===== config.mk =====
export PLATFORM = sky130hd
export DESIGN_NAME = bcd_seq_convert
export DESIGN_NICKNAME = d
export VERILOG_FILES = /design/src/rtl/mul_disp_pkg.sv /design/src/rtl/seg7_decode.sv /design/src/rtl/bcd_seq_convert.sv
export SDC_FILE = /design/constraint.sdc
export NUM_CORES = 1
export LEC_CHECK = 0
export BUFFER_PORTS_ARGS = -buffer_cell sky130_fd_sc_hd__clkbuf_2
export CAP_MARGIN = 5
export CORE_MARGIN = 2
export CORE_UTILIZATION = 60
export CTS_CLUSTER_DIAMETER = 50
export DETAILED_ROUTE_END_ITERATION = 6
export HOLD_SLACK_MARGIN = 0.03
export PLACE_DENSITY = 0.94
export SLEW_MARGIN = 20
export SYNTH_ARGS = -nofsm -noshare
export SYNTH_HDL_FRONTEND = slang
export SYNTH_HIERARCHICAL = 1
export SYNTH_SLANG_ARGS = --single-unit
export TNS_END_PERCENT = 5

===== constraint.sdc =====
create_clock -name clk -period 4.8 [get_ports clk]
set_clock_uncertainty 0.2 [all_clocks]
set_input_delay 0.72 -clock clk [delete_from_list [all_inputs] [get_ports clk]]
set_output_delay 0.72 -clock clk [all_outputs]
set_load 0.03 [all_outputs]

===== src/rtl/mul_disp_pkg.sv =====
// Shared types and constants for the multiplier display path: FSM encoding,
// default converter widths and active-low gfedcba seven-segment patterns.
package mul_disp_pkg;

    typedef enum logic [1:0] {
        ST_IDLE  = 2'd0,
        ST_SHIFT = 2'd1,
        ST_DONE  = 2'd2
    } state_t;

    localparam int DEF_IN_W   = 8;
    localparam int DEF_DIGITS = 3;

    localparam logic [6:0] SEG_0     = 7'b1000000;
    localparam logic [6:0] SEG_1     = 7'b1111001;
    localparam logic [6:0] SEG_2     = 7'b0100100;
    localparam logic [6:0] SEG_3     = 7'b0110000;
    localparam logic [6:0] SEG_4     = 7'b0011001;
    localparam logic [6:0] SEG_5     = 7'b0010010;
    localparam logic [6:0] SEG_6     = 7'b0000010;
    localparam logic [6:0] SEG_7     = 7'b1111000;
    localparam logic [6:0] SEG_8     = 7'b0000000;
    localparam logic [6:0] SEG_9     = 7'b0010000;
    localparam logic [6:0] SEG_BLANK = 7'h7F;

endpackage


===== src/rtl/seg7_decode.sv =====
// BCD digit to active-low gfedcba pattern; combinational, no backpressure.
// Only built with BCD_SEG_OUT_EN; codes 10-15 decode to blank.
`ifdef BCD_SEG_OUT_EN
module seg7_decode
    import mul_disp_pkg::*;
(
    input  logic [3:0] i_digit,
    output logic [6:0] o_seg
);

    always_comb begin
        o_seg = SEG_BLANK;
        case (i_digit)
            4'd0:    o_seg = SEG_0;
            4'd1:    o_seg = SEG_1;
            4'd2:    o_seg = SEG_2;
            4'd3:    o_seg = SEG_3;
            4'd4:    o_seg = SEG_4;
            4'd5:    o_seg = SEG_5;
            4'd6:    o_seg = SEG_6;
            4'd7:    o_seg = SEG_7;
            4'd8:    o_seg = SEG_8;
            4'd9:    o_seg = SEG_9;
            default: o_seg = SEG_BLANK;
        endcase
    end

endmodule
`endif


===== src/rtl/bcd_seq_convert.sv =====
// Double-dabble binary-to-BCD converter fed by the multiplier's done/p; BCD_SEG_OUT_EN adds seg.
// Latency: rising edge of in_valid sampled at edge N -> out_valid after edge N+IN_W+1.
// No backpressure: rising edges arriving while busy are dropped, never queued.
module bcd_seq_convert
    import mul_disp_pkg::*;
#(
    parameter int IN_W   = DEF_IN_W,
    parameter int DIGITS = DEF_DIGITS
)
(
    input  logic                  clk,
    input  logic                  rst,
    input  logic                  in_valid,
    input  logic [IN_W-1:0]       in_data,
    output logic                  busy,
    output logic                  out_valid,
    output logic [4*DIGITS-1:0]   bcd
`ifdef BCD_SEG_OUT_EN
    ,
    output logic [7*DIGITS-1:0]   seg
`endif
);

    localparam int CNT_W = (IN_W > 1) ? $clog2(IN_W) : 1;
    localparam int BCD_W = 4 * DIGITS;

    state_t             r_state;
    state_t             w_state_nxt;
    logic               r_in_valid_q;
    logic               w_trigger;
    logic [IN_W-1:0]    r_bin_sh;
    logic [BCD_W-1:0]   r_bcd_sh;
    logic [BCD_W-1:0]   w_bcd_adj;
    logic [CNT_W-1:0]   r_cnt;
    logic               r_out_valid;
    logic [BCD_W-1:0]   r_bcd;

    // in_valid_q follows in_valid in every state so a held level never retriggers.
    assign w_trigger = in_valid & ~r_in_valid_q;

    always_ff @(posedge clk) begin
        if (rst) begin
            r_state <= ST_IDLE;
        end else begin
            r_state <= w_state_nxt;
        end
    end

    always_comb begin
        w_state_nxt = r_state;
        case (r_state)
            ST_IDLE:  if (w_trigger) w_state_nxt = ST_SHIFT;
            ST_SHIFT: if (r_cnt == CNT_W'(IN_W - 1)) w_state_nxt = ST_DONE;
            ST_DONE:  w_state_nxt = ST_IDLE;
            default:  w_state_nxt = ST_IDLE;
        endcase
    end

    // Add-3 correction happens before each shift, so the final shift leaves every digit <= 9.
    always_comb begin
        w_bcd_adj = r_bcd_sh;
        for (int d = 0; d < DIGITS; d++) begin
            if (r_bcd_sh[4*d +: 4] >= 4'd5) begin
                w_bcd_adj[4*d +: 4] = r_bcd_sh[4*d +: 4] + 4'd3;
            end
        end
    end

    always_ff @(posedge clk) begin
        if (rst) begin
            r_in_valid_q <= 1'b0;
            r_bin_sh     <= '0;
            r_bcd_sh     <= '0;
            r_cnt        <= '0;
            r_out_valid  <= 1'b0;
            r_bcd        <= '0;
        end else begin
            r_in_valid_q <= in_valid;
            r_out_valid  <= 1'b0;
            case (r_state)
                ST_IDLE: begin
                    if (w_trigger) begin
                        r_bin_sh <= in_data;
                        r_bcd_sh <= '0;
                        r_cnt    <= '0;
                    end
                end
                ST_SHIFT: begin
                    {r_bcd_sh, r_bin_sh} <= {w_bcd_adj, r_bin_sh} << 1;
                    r_cnt                <= r_cnt + CNT_W'(1);
                end
                ST_DONE: begin
                    r_bcd       <= r_bcd_sh;
                    r_out_valid <= 1'b1;
                end
                default: ;
            endcase
        end
    end

    assign busy      = (r_state != ST_IDLE);
    assign out_valid = r_out_valid;
    assign bcd       = r_bcd;

`ifdef BCD_SEG_OUT_EN
    logic [7*DIGITS-1:0] w_seg;
    logic [7*DIGITS-1:0] r_seg;

    for (genvar g = 0; g < DIGITS; g++) begin : g_seg
        seg7_decode u_seg7_decode (
            .i_digit (r_bcd_sh[4*g +: 4]),
            .o_seg   (w_seg[7*g +: 7])
        );
    end

    always_ff @(posedge clk) begin
        if (rst) begin
            r_seg <= '1;
        end else if (r_state == ST_DONE) begin
            r_seg <= w_seg;
        end
    end

    assign seg = r_seg;
`endif

endmodule


* After elaboration in Yosys (flattened, before gate mapping) *
Index checks and enable logic that the tools add are counted.

word-level totals
  bits of input ports = 11
  flip-flop bits (word level) = 39
  logic and storage cells = 39

cells by class
  bitwise logic cells = 2
  $add $sub $neg = 4
  magnitude comparators = 3
  reduce and logical (&&, ||, !) cells = 5
  multiplexer cells = 13
  equal/unequal tests = 5

operators with widths
  kind                 count
  $pmux 12 s2          1
  $pmux 8 s2           1
  $ge 4x3->1 const B   3
  $mux 12              1
  $add 4x2->4 const B  2
  $mux 4               2
  $mux 8               1
  $mux 3               2
  $pmux 3 s2           1
  $mux 2               2
  $ne 2x2->1 const B   2
  $pmux 2 s2           1
  $reduce_and 2->1     2
  $reduce_bool 2->1    2
  $add 3x1->3 const B  1
  $add 3x2->3 const B  1
  $eq 3x3->1 const B   1
  $eq 2x1->1 const B   1
  $eq 2x2->1 const B   1
  $logic_not 2->1      1
  $and 1x1->1          1
  $mux 1               1
  $not 1->1            1

* Logic depth before layout (Yosys ltp) *
Gate-level depths: netlist of the first run.

  word-level depth = 4
  depth in mapped cells = 6

* Worst setup path after synthesis of the first run *
No wires, ideal clock.

  path kind = input to register
  from = input port rst
  to = register r_bcd[0], in the netlist bcd[0]
  library setup time = 0.132 ns
  slack = 3.075 ns
  stages on the path = 4
  buffers on the path = 3
  arrival time = 1.393 ns
  cells stage by stage = buf_2 -> buf_2 -> clkbuf_1 -> a21oi_1

RTL lines
  item                  line                   RTL
  from (decl)           bcd_seq_convert.sv:12  input logic rst,
  to (signal assigned)  bcd_seq_convert.sv:93  r_bcd <= r_bcd_sh;
  to (decl)             bcd_seq_convert.sv:36  logic [BCD_W-1:0] r_bcd;

No word-level cell between the ends.

* Worst setup path after layout of the first run *
  from = register r_state[1]
  to = output port busy

between the ends
  cells in the longest elaborated chain, start to end = 1

RTL lines
  item                    line                    RTL
  from (decl)             bcd_seq_convert.sv:27   state_t r_state;
  from (signal assigned)  bcd_seq_convert.sv:45   r_state <= w_state_nxt;
  $reduce_bool 2->1       bcd_seq_convert.sv:101  assign busy = (r_state != ST_IDLE);
  to (decl)               bcd_seq_convert.sv:15   output logic busy,

Every way passes these cells.

==> summary.txt, run 1 <==
======================================================================================================
Die width                                                                                     58.13 µm
Post-synthesis cell type with the largest combined area                                   sky130_fd_sc_hd__dfxtp_1
Achievable clock frequency                                                                   459.9 MHz
CTS Hold Buffers Added                                                                               0
Count of maximum capacitance violations                                                              0
Post-Synth Adder-Cell Area                                                                      5.694%
Clock Tree Root                                                                           sky130_fd_sc_hd__clkbuf_4
Basic-gate share of the synthesized area counting and, or, nand and nor cells                   24.06%
Number of buffers added on ports                                                                    24
# DRC                                                                                                0
Fraction of final layout cells with drive strength greater than 1                               17.33%
Sum of buffers and inverters on the critical path                                                    1
Number of pins with negative max-slew slack in the final report                                      0
Post-route minimum period                                                                      2175 ps
Number of synthesized flops with an enable pin                                                       0
Standard-cell rows                                                                                  19
Final ANT Viol Nets                                                                                  0
Average instance area after synthesis                                                        8.575 µm²
Clock latency reported for the late side of the worst-skew pair                                 340 ps
Total via count after detailed routing                                                           1,440
Syn Nets                                                                                           224
Antenna diode count                                                                                  0
Category of the worst setup path capture point                                            primary output
Full die area                                                                                 3379 µm²
RePlAce Congestion                                                                              0.8249
DRC marker count from the first detailed-route iteration                                            45
Total clock buffers created by CTS                                                                   5
Layout Area Growth over Synthesis                                                               8.612%
Area share of the leading cell type in the synthesized netlist                                  44.41%
Post-cts gate resize count                                                                           0
Primary flip-flop cell chosen by synthesis mapping                                        sky130_fd_sc_hd__dfxtp_1
Initial Utilization                                                                             63.20%
Chip height                                                                                   58.13 µm
Setup-violating endpoint count in the final report                                                   0
Worst setup path startpoint                                                                 r_state[1]
Worst slew margin                                                                               40.46%
Worst path arrival time                                                                        1250 ps
TritonCTS clock tree                                                                              done
#FFs+latches synth                                                                                  39
Global route overflow                                                                                0
PwrDens                                                                                   302.3 nW/µm²
Peak fanout along the critical path                                                                  9
Clock transition at the register clock pins on the worst setup and hold paths after CTS         100 ps
Final net count                                                                                    243
Period utilisation layout                                                                       45.30%
Maximum vdd drop                                                                              321.3 µV
Top cell types by occurrence after synthesis                                              sky130_fd_sc_hd__nand2_1, sky130_fd_sc_hd__dfxtp_1, sky130_fd_sc_hd__a21oi_1, sky130_fd_sc_hd__nor2_1, sky130_fd_sc_hd__ha_1
Nature of the critical path startpoint                                                       flip-flop
Final Power                                                                                  0.5772 mW
Core area                                                                                     2781 µm²
Warnings from Yosys                                                                                  6
Mux cell area share after synthesis                                                            0.6406%
Top-level I/O count                                                                                 25
Vias in the first global route                                                                   1,263
RSZ-0062 raised after global routing                                                             false
Final hold viol count                                                                                0
Netlist Area Pre-Place                                                                        1758 µm²
First-pass iteration count of the detailed router                                                    4
Type of the most critical hold path                                                         reg -> reg
Post-synthesis instance total                                                                      205
Via density                                                                                      5.625
Post CTS Setup Buffer Count                                                                          0
Leak                                                                                         0.7310 nW
Worst reg2reg startpoint                                                                   r_bcd_sh[9]
Cell family contributing the most delay on the critical path                                flip-flops
Hold_sp                                                                                        bcd[10]
Largest family of logic cells by synthesized area                                         simple AND/OR/NAND/NOR gates
Sum of routed wire length over all layers                                                      3108 µm
Critical path, cell by cell                                                               or2_2, clkbuf_2
Area contributors post-synth                                                              sky130_fd_sc_hd__dfxtp_1, sky130_fd_sc_hd__nand2_1, sky130_fd_sc_hd__a21oi_1
Half-perimeter wire length of the detailed placement result                                    2117 µm
CP Class                                                                                    reg -> out
Routed length per instance                                                                    12.14 µm
Cell type of the slowest stage on the worst timing path                                   sky130_fd_sc_hd__dfxtp_1
Most numerous cell in the Yosys netlist                                                   sky130_fd_sc_hd__nand2_1
Final-layout setup total negative slack                                                           0 ps
Netlist cell types                                                                                  40
Wire length of the first global-routing pass                                                   5485 µm
Status                                                                                       completed
Antenna violations before repair                                                                     0
Delay of the slowest cell on the worst path                                                     410 ps
Compound-cell area share of the yosys netlist                                                   17.94%
Number of levels in the clock H-tree                                                                 2
Fraction of synthesis flops using an asynchronous set or reset pin                                  0%
Register area share after synthesis                                                             44.41%
Clock buffer depth                                                                                   2
Largest net degree at the start of global routing                                                   51
GR Util All Layers                                                                              21.14%
Fraction of synthesized cell area in xor and xnor cells                                        0.9964%
TritonCTS sink count                                                                                39
Slew @ Worst Pin                                                                              893.1 ps
WP data required                                                                               3880 ps
======================================================================================================
metal layers:
metal | share of wire [%] | global-route usage (%)
met3 | 4.4 | 6.696
met2 | 46 | 32.31
met1 | 47 | 27.80
met4 | 1.9 | 8.638
met5 | 0 | 0
layout make-up:
cell class	instances	area (µm²)
fill	253	872.1
multi-input combinational	146	867.1
sequential	39	780.7
timing repair buffer	25	127.6
clock buffer	8	68.82
tap	31	38.79
inverter	7	26.28
worst paths after layout:
path,end,slack (ps),cells after the start
hold / removal,bcd[10],260,2
setup / recovery,busy,2630,2
hold reg to reg,bcd[10],260,2
setup reg to reg,r_bcd_sh[10],3000,6
through the flow:
step	utilization (%)	hold slack, ps	cells	cell area [µm²]	setup slack, ps
after global routing	68.65	288.5	256	1909	2563
after detailed placement	66.17	247.0	248	1841	2501
after floorplan	-	231.9	205	1758	3075
final	68.65	257.0	256	1909	2625
after global placement	66.17	243.6	248	1841	2540
after CTS	68.65	261.7	256	1909	2607
registers in the layout (all words and copies together) (netlist names):
name / flops
r_state: 2
r_bcd_sh: 12
out_valid: 1
r_in_valid_q: 1
bcd: 12
r_cnt: 3
r_bin_sh: 8
worst min-delay path: cells and delay by family (launching register included):
| family | cells | cell delay (ps) |
|---|---|---|
| compound gates | 1 | 50 |
| simple gates | 1 | 50 |
| flops | 1 | 320 |
cell families (layout without fill, tap and decap cells):
kind of cell / after synthesis / in the layout
xor+xnor: 2 / 2
flops: 39 / 39
mux: 1 / 1
compound gates: 47 / 47
simple gates: 88 / 88
buf+inv: 20 / 40
fa+ha+maj: 8 / 8
cells in the final DEF, fill, tap and decap left out, types with 2 or more instances in the layout:
cell / count
sky130_fd_sc_hd__o21ai_0: 5
sky130_fd_sc_hd__clkbuf_2: 24
sky130_fd_sc_hd__clkbuf_4: 5
sky130_fd_sc_hd__nand2_1: 44
sky130_fd_sc_hd__o32a_1: 2
sky130_fd_sc_hd__a311oi_1: 7
sky130_fd_sc_hd__nand2b_1: 4
sky130_fd_sc_hd__inv_1: 6
sky130_fd_sc_hd__nor2b_1: 2
sky130_fd_sc_hd__nand3_1: 3
sky130_fd_sc_hd__nor3_1: 6
sky130_fd_sc_hd__clkbuf_8: 2
sky130_fd_sc_hd__o311ai_1: 2
sky130_fd_sc_hd__dfxtp_1: 39
sky130_fd_sc_hd__nor2_1: 16
sky130_fd_sc_hd__or4_1: 4
sky130_fd_sc_hd__nand4b_1: 2
sky130_fd_sc_hd__a22oi_1: 3
sky130_fd_sc_hd__xor2_1: 2
sky130_fd_sc_hd__a21oi_1: 20
sky130_fd_sc_hd__ha_1: 8
report_power, final:
| part | internal, mW | switching, mW |
|---|---|---|
| clock | 0.0862 | 0.101 |
| combinational | 0.0185 | 0.0329 |
| sequential | 0.333 | 0.00621 |
Note: power is estimated with default switching activity, not from simulation.
==> run 2, diff against run 1 <==
--- a/config.mk
+++ b/config.mk
@@ -8,11 +8,11 @@
 export BUFFER_PORTS_ARGS = -buffer_cell sky130_fd_sc_hd__clkbuf_2
 export CAP_MARGIN = 5
 export CORE_MARGIN = 2
-export CORE_UTILIZATION = 60
+export CORE_UTILIZATION = 50
 export CTS_CLUSTER_DIAMETER = 50
 export DETAILED_ROUTE_END_ITERATION = 6
 export HOLD_SLACK_MARGIN = 0.03
-export PLACE_DENSITY = 0.94
+export PLACE_DENSITY = 0.85
 export SLEW_MARGIN = 20
 export SYNTH_ARGS = -nofsm -noshare
 export SYNTH_HDL_FRONTEND = slang
==> constraint.sdc (replaced) <==
create_clock -name clk -period 2 [get_ports clk]
set_clock_uncertainty 0.2 [all_clocks]
set_input_delay 0.3 -clock clk [delete_from_list [all_inputs] [get_ports clk]]
set_output_delay 0.3 -clock clk [all_outputs]
set_load 0.03 [all_outputs]
==> summary.txt, run 2 (synthesized netlist as in run 1, its figures left out) <==
======================================================================================================
Status                                                                                       completed
Clock latency reported for the late side of the worst-skew pair                                 340 ps   about the same
Global route overflow                                                                                0   unchanged
First-pass iteration count of the detailed router                                                    4   unchanged
Antenna violations before repair                                                                     0   unchanged
Maximum vdd drop                                                                              500.7 µV   +56%
FF-to-FF path depth                                                                                  6   unchanged
Clock buffer depth                                                                                   2   unchanged
Register-to-register setup slack                                                                200 ps   -2800 ps
Post-route minimum period                                                                      1800 ps
Type of the most critical hold path                                                          in -> reg
Critical path, cell by cell                                                               inv_1, ha_1, nand2b_1, a21oi_1, mux2_2, o31ai_1
Worst slew margin                                                                               72.26%   +32 points
Vias in the first global route                                                                   1,357   +7.4%
PwrDens                                                                                   770.5 nW/µm²   +150%
Category of the worst setup path capture point                                               flip-flop
Area after detailed placement                                                                 1897 µm²   +3.1%
Non-Filler Cell Area, Final                                                                   2078 µm²   +8.8%
Delay of the slowest cell on the worst path                                                     360 ps   -50 ps
Top library cells by usage in the layout, fill and taps aside                             sky130_fd_sc_hd__nand2_1, sky130_fd_sc_hd__dfxtp_1, sky130_fd_sc_hd__clkbuf_2, sky130_fd_sc_hd__a21oi_1, sky130_fd_sc_hd__nor2_1
CTS Hold Buffers Added                                                                               8   +8
Die width                                                                                     63.30 µm   +8.9%
Peak fanout along the critical path                                                                  4   -5
Routed length per instance                                                                    11.89 µm   -2.1%
Final Power                                                                                   1.601 mW   +180%
Layout Area Growth over Synthesis                                                               18.22%
DRC marker count from the first detailed-route iteration                                            80   +78%
Setup-violating endpoint count in the final report                                                   0   unchanged
Hold Path Stages                                                                                     2   unchanged
Cell type of the slowest stage on the worst timing path                                   sky130_fd_sc_hd__mux2_2
Clock transition at the register clock pins on the worst setup and hold paths after CTS         100 ps   about the same
Core area                                                                                     3363 µm²   +21%
Final net count                                                                                    256   +5.3%
Period utilisation layout                                                                       90.00%
# DRC                                                                                                0   unchanged
Slew @ Worst Pin                                                                              415.0 ps   -478.1 ps
Largest net degree at the start of global routing                                                   24   -53%
Achievable clock frequency                                                                   555.6 MHz
Worst path arrival time                                                                        1850 ps   +600 ps
RePlAce Congestion                                                                              0.7661   -7.1%
Top-level I/O count                                                                                 25   unchanged
WP data required                                                                               2050 ps   -1830 ps
Standard-cell rows                                                                                  21   +2
Antenna diode count                                                                                  0   unchanged
TritonCTS clock tree                                                                              done
Number of pins with negative max-slew slack in the final report                                      0   unchanged
Number of buffers added on ports                                                                    24   unchanged
Post-cts gate resize count                                                                           0   unchanged
Hold Crit Endpoint                                                                              bcd[8]
Final hold viol count                                                                                0   unchanged
Sum of routed wire length over all layers                                                      3376 µm   +8.6%
Via density                                                                                      5.366   -4.6%
CP Class                                                                                    reg -> reg
Worst reg2reg startpoint                                                                   r_bcd_sh[8]
Post CTS Setup Buffer Count                                                                          0   unchanged
Final-layout setup total negative slack                                                           0 ps   unchanged
Clock Tree Root                                                                           sky130_fd_sc_hd__clkbuf_4
Half-perimeter wire length of the detailed placement result                                    2291 µm   +8.2%
Total via count after detailed routing                                                           1,524   +5.8%
Count of maximum capacitance violations                                                              0   unchanged
R2r endpoint                                                                              r_bcd_sh[10]
Fraction of final layout cells with drive strength greater than 1                               18.49%   +1.2 points
Most common cell after layout, fill and taps aside                                        sky130_fd_sc_hd__nand2_1
Sum of buffers and inverters on the critical path                                                    1   unchanged
Chip height                                                                                   63.30 µm   +8.9%
Wire length of the first global-routing pass                                                   5802 µm   +5.8%
Initial Utilization                                                                             52.27%   -11 points
Leak                                                                                         0.8029 nW   +9.8%
GR Util All Layers                                                                              18.15%   -3.0 points
RSZ-0062 raised after global routing                                                             false
Final ANT Viol Nets                                                                                  0   unchanged
Full die area                                                                                 4006 µm²   +19%
Total clock buffers created by CTS                                                                   5   unchanged
Hold_sp                                                                                            rst
Number of levels in the clock H-tree                                                                 2   unchanged
Nature of the critical path startpoint                                                       flip-flop
Cell family contributing the most delay on the critical path                              compound AO/OA/AOI/OAI gates
TritonCTS sink count                                                                                39   unchanged
======================================================================================================
## run 2: worst max-delay path by stage
stage,startpoint,endpoint,slack [ps],cells after the start
after floorplan,r_bcd_sh[9],r_bcd_sh[10],360,6
after global placement,r_bcd_sh[0],r_bcd_sh[2],300,6
after detailed placement,r_bcd_sh[8],r_bcd_sh[10],200,6
after CTS,r_bcd_sh[8],r_bcd_sh[10],190,6
after global routing,r_bcd_sh[8],r_bcd_sh[10],90,6
final,r_bcd_sh[8],r_bcd_sh[10],200,6
## run 2: per-layer routing
| metal | vias to the layer above | GRT usage (%) | wire length (µm) |
|---|---|---|---|
| met4 | 0 | 6.522 | 40 |
| met1 | 702 | 21.72 | 1599 |
| met5 | - | 0 | 0 |
| li1 | 780 | - | - |
| met2 | 38 | 30.85 | 1579 |
| met3 | 4 | 5.357 | 156 |
## run 2: where the power goes
part           internal (mW)  switching [mW]  total (mW)
registers              0.799          0.0151       0.814
logic                 0.0605          0.0853       0.146
clock network          0.390           0.251       0.641
total                   1.25           0.352        1.60
## run 2: through the flow
step / util, % / worst slack (ps) / instances / hold WS [ps]
2_1_floorplan: - / 357.5 / 205 / 228.2
3_3_place_gp: 56.40 / 299.0 / 268 / 242.6
3_5_place_dp: 56.40 / 204.6 / 268 / 247.2
4_1_cts: 61.79 / 189.2 / 284 / 174.8
5_1_grt: 61.79 / 89.18 / 284 / 197.1
6_report: 61.79 / 200.0 / 284 / 190.1
## run 2: cell type report
class                   count  area (µm²)
flip-flops and latches     39       780.7
multi-input cells         146       867.1
fillers                   335        1285
clock inverters             2       60.06
well taps                  46       57.56
inverters                   7       26.28
repair buffers             38       245.2
clock buffers               6       41.29
==> run 3, diff against run 2 <==
--- a/config.mk
+++ b/config.mk
@@ -13,6 +13,7 @@
 export DETAILED_ROUTE_END_ITERATION = 6
 export HOLD_SLACK_MARGIN = 0.03
 export PLACE_DENSITY = 0.85
+export RECOVER_POWER = 100
 export SLEW_MARGIN = 20
 export SYNTH_ARGS = -nofsm -noshare
 export SYNTH_HDL_FRONTEND = slang
==> summary.txt, run 3 (synthesized netlist as in run 1, its figures left out) <==
======================================================================================================
Status                                                                                       completed
RePlAce Congestion                                                                              0.7661   unchanged
Peak fanout along the critical path                                                                  9   +5
Leak                                                                                         0.7494 nW   -6.7%
Clock transition at the register clock pins on the worst setup and hold paths after CTS         100 ps   about the same
Non-Filler Cell Area, Final                                                                   2057 µm²   -1.0%
WP data required                                                                               1500 ps   -550 ps
Cell type of the slowest stage on the worst timing path                                   sky130_fd_sc_hd__dfxtp_1
Most common cell after layout, fill and taps aside                                        sky130_fd_sc_hd__nand2_1
Clock latency reported for the late side of the worst-skew pair                                 340 ps   about the same
Initial Utilization                                                                             52.27%   unchanged
Top-level I/O count                                                                                 25   unchanged
Standard-cell rows                                                                                  21   unchanged
Cell family contributing the most delay on the critical path                                flip-flops
TritonCTS sink count                                                                                39   unchanged
Sum of routed wire length over all layers                                                      3418 µm   +1.2%
R2r endpoint                                                                               r_bcd_sh[6]
Number of inserted filler cells in the final layout                                                343   +2.4%
Register-to-register setup slack                                                                140 ps   -60 ps
Total clock buffers created by CTS                                                                   5   unchanged
Layout Area Growth over Synthesis                                                               17.01%
Top library cells by usage in the layout, fill and taps aside                             sky130_fd_sc_hd__nand2_1, sky130_fd_sc_hd__dfxtp_1, sky130_fd_sc_hd__a21oi_1, sky130_fd_sc_hd__nor2_1, sky130_fd_sc_hd__clkbuf_1
Routed length per instance                                                                    12.04 µm   +1.2%
Fraction of final layout cells with drive strength greater than 1                               11.76%   -6.7 points
Type of the most critical hold path                                                          in -> reg
Delay of the slowest cell on the worst path                                                     530 ps   +170 ps
Achievable clock frequency                                                                   537.5 MHz   -3.3%
Worst slew margin                                                                               72.35%   +0.084 points
First-pass iteration count of the detailed router                                                    4   unchanged
Setup-violating endpoint count in the final report                                                   0   unchanged
Number of pins with negative max-slew slack in the final report                                      0   unchanged
Count of maximum capacitance violations                                                              0   unchanged
Global route overflow                                                                                0   unchanged
Hold Crit Endpoint                                                                              bcd[8]
Post-route minimum period                                                                      1861 ps   +60.63 ps
Period utilisation layout                                                                       93.03%   +3.0 points
Category of the worst setup path capture point                                            primary output
TritonCTS clock tree                                                                              done
Sum of buffers and inverters on the critical path                                                    1   unchanged
Antenna violations before repair                                                                     0   unchanged
Maximum vdd drop                                                                              498.7 µV   -0.41%
Largest net degree at the start of global routing                                                   24   unchanged
Final-layout setup total negative slack                                                           0 ps   unchanged
Area after detailed placement                                                                 1897 µm²   unchanged
Hold Path Stages                                                                                     2   unchanged
Final Power                                                                                   1.600 mW   about the same
Chip height                                                                                   63.30 µm   unchanged
Vias in the first global route                                                                   1,357   unchanged
Worst path arrival time                                                                        1360 ps   -490 ps
DRC marker count from the first detailed-route iteration                                            81   +1.3%
Slew @ Worst Pin                                                                              413.8 ps   -1.263 ps
Wire length of the first global-routing pass                                                   5802 µm   unchanged
Half-perimeter wire length of the detailed placement result                                    2291 µm   unchanged
Clock Tree Root                                                                           sky130_fd_sc_hd__clkbuf_4
Core area                                                                                     3363 µm²   unchanged
PwrDens                                                                                   777.8 nW/µm²   +0.96%
Number of levels in the clock H-tree                                                                 2   unchanged
Final ANT Viol Nets                                                                                  0   unchanged
Final net count                                                                                    256   unchanged
Critical path, cell by cell                                                               or2_2, clkbuf_1
Post CTS Setup Buffer Count                                                                          0   unchanged
Via density                                                                                      5.401   +0.66%
Nature of the critical path startpoint                                                       flip-flop
Area taken by multi-input logic gates                                                        864.6 µm²   -0.29%
# DRC                                                                                                0   unchanged
Reg area                                                                                     780.7 µm²   unchanged
Final hold viol count                                                                                0   unchanged
GR Util All Layers                                                                              18.15%   unchanged
FF-to-FF path depth                                                                                  6   unchanged
RSZ-0062 raised after global routing                                                             false
Total via count after detailed routing                                                           1,534   +0.66%
Die width                                                                                     63.30 µm   unchanged
Worst reg2reg startpoint                                                                   r_bcd_sh[4]
Full die area                                                                                 4006 µm²   unchanged
Number of buffers added on ports                                                                    24   unchanged
Antenna diode count                                                                                  0   unchanged
CP Class                                                                                    reg -> out
Clock buffer depth                                                                                   2   unchanged
Hold_sp                                                                                            rst
======================================================================================================
==> run 3: report_power, final <==
part | switching [mW] | leakage, nW | internal [mW]
clock network | 0.251 | 0.0525 | 0.390
registers | 0.0148 | 0.317 | 0.799
logic | 0.0851 | 0.380 | 0.0596
==> run 3: how the worst max path moves through the flow <==
stage                    to  cells past startpoint  slack (ps)   startpoint
3_5_place_dp   r_bcd_sh[10]                      6         200  r_bcd_sh[8]
6_report               busy                      2         140   r_state[1]
2_1_floorplan  r_bcd_sh[10]                      6         360  r_bcd_sh[9]
4_1_cts        r_bcd_sh[10]                      6         190  r_bcd_sh[8]
5_1_grt         r_bcd_sh[6]                      6          60  r_bcd_sh[4]
3_3_place_gp    r_bcd_sh[2]                      6         300  r_bcd_sh[0]
==> run 3: per-layer routing <==
| metal | part of all wire [%] | GRT usage, % | vias up |
|---|---|---|---|
| met5 | 0 | 0 | - |
| met4 | 1.2 | 6.522 | 0 |
| met3 | 6.0 | 5.357 | 4 |
| met2 | 47 | 30.85 | 44 |
| met1 | 46 | 21.72 | 705 |
| li1 | - | - | 781 |
==> run 3: through the flow <==
step	util [%]	setup WS (ps)	instances	hold slack, ps
after floorplan	-	357.5	205	228.2
after global placement	56.40	299.0	268	242.6
after detailed placement	56.40	204.6	268	247.2
after CTS	61.79	189.2	284	174.8
after global routing	61.16	56.17	284	188.3
final	61.16	139.4	284	189.8
==> run 3: cell type report <==
class / count / area share (%)
clock buffer: 6 / 2.007
clock inverter: 2 / 2.920
inverter: 7 / 1.277
multi-input combinational: 146 / 42.03
sequential: 39 / 37.96
tap: 46 / 2.798
timing repair buffer: 38 / 11.01
==> run 3: repair_timing <==
item	4_1_cts	5_1_grt
resized for setup	0	0
hold buffers	8	0
endpoints found under the hold margin	8	0
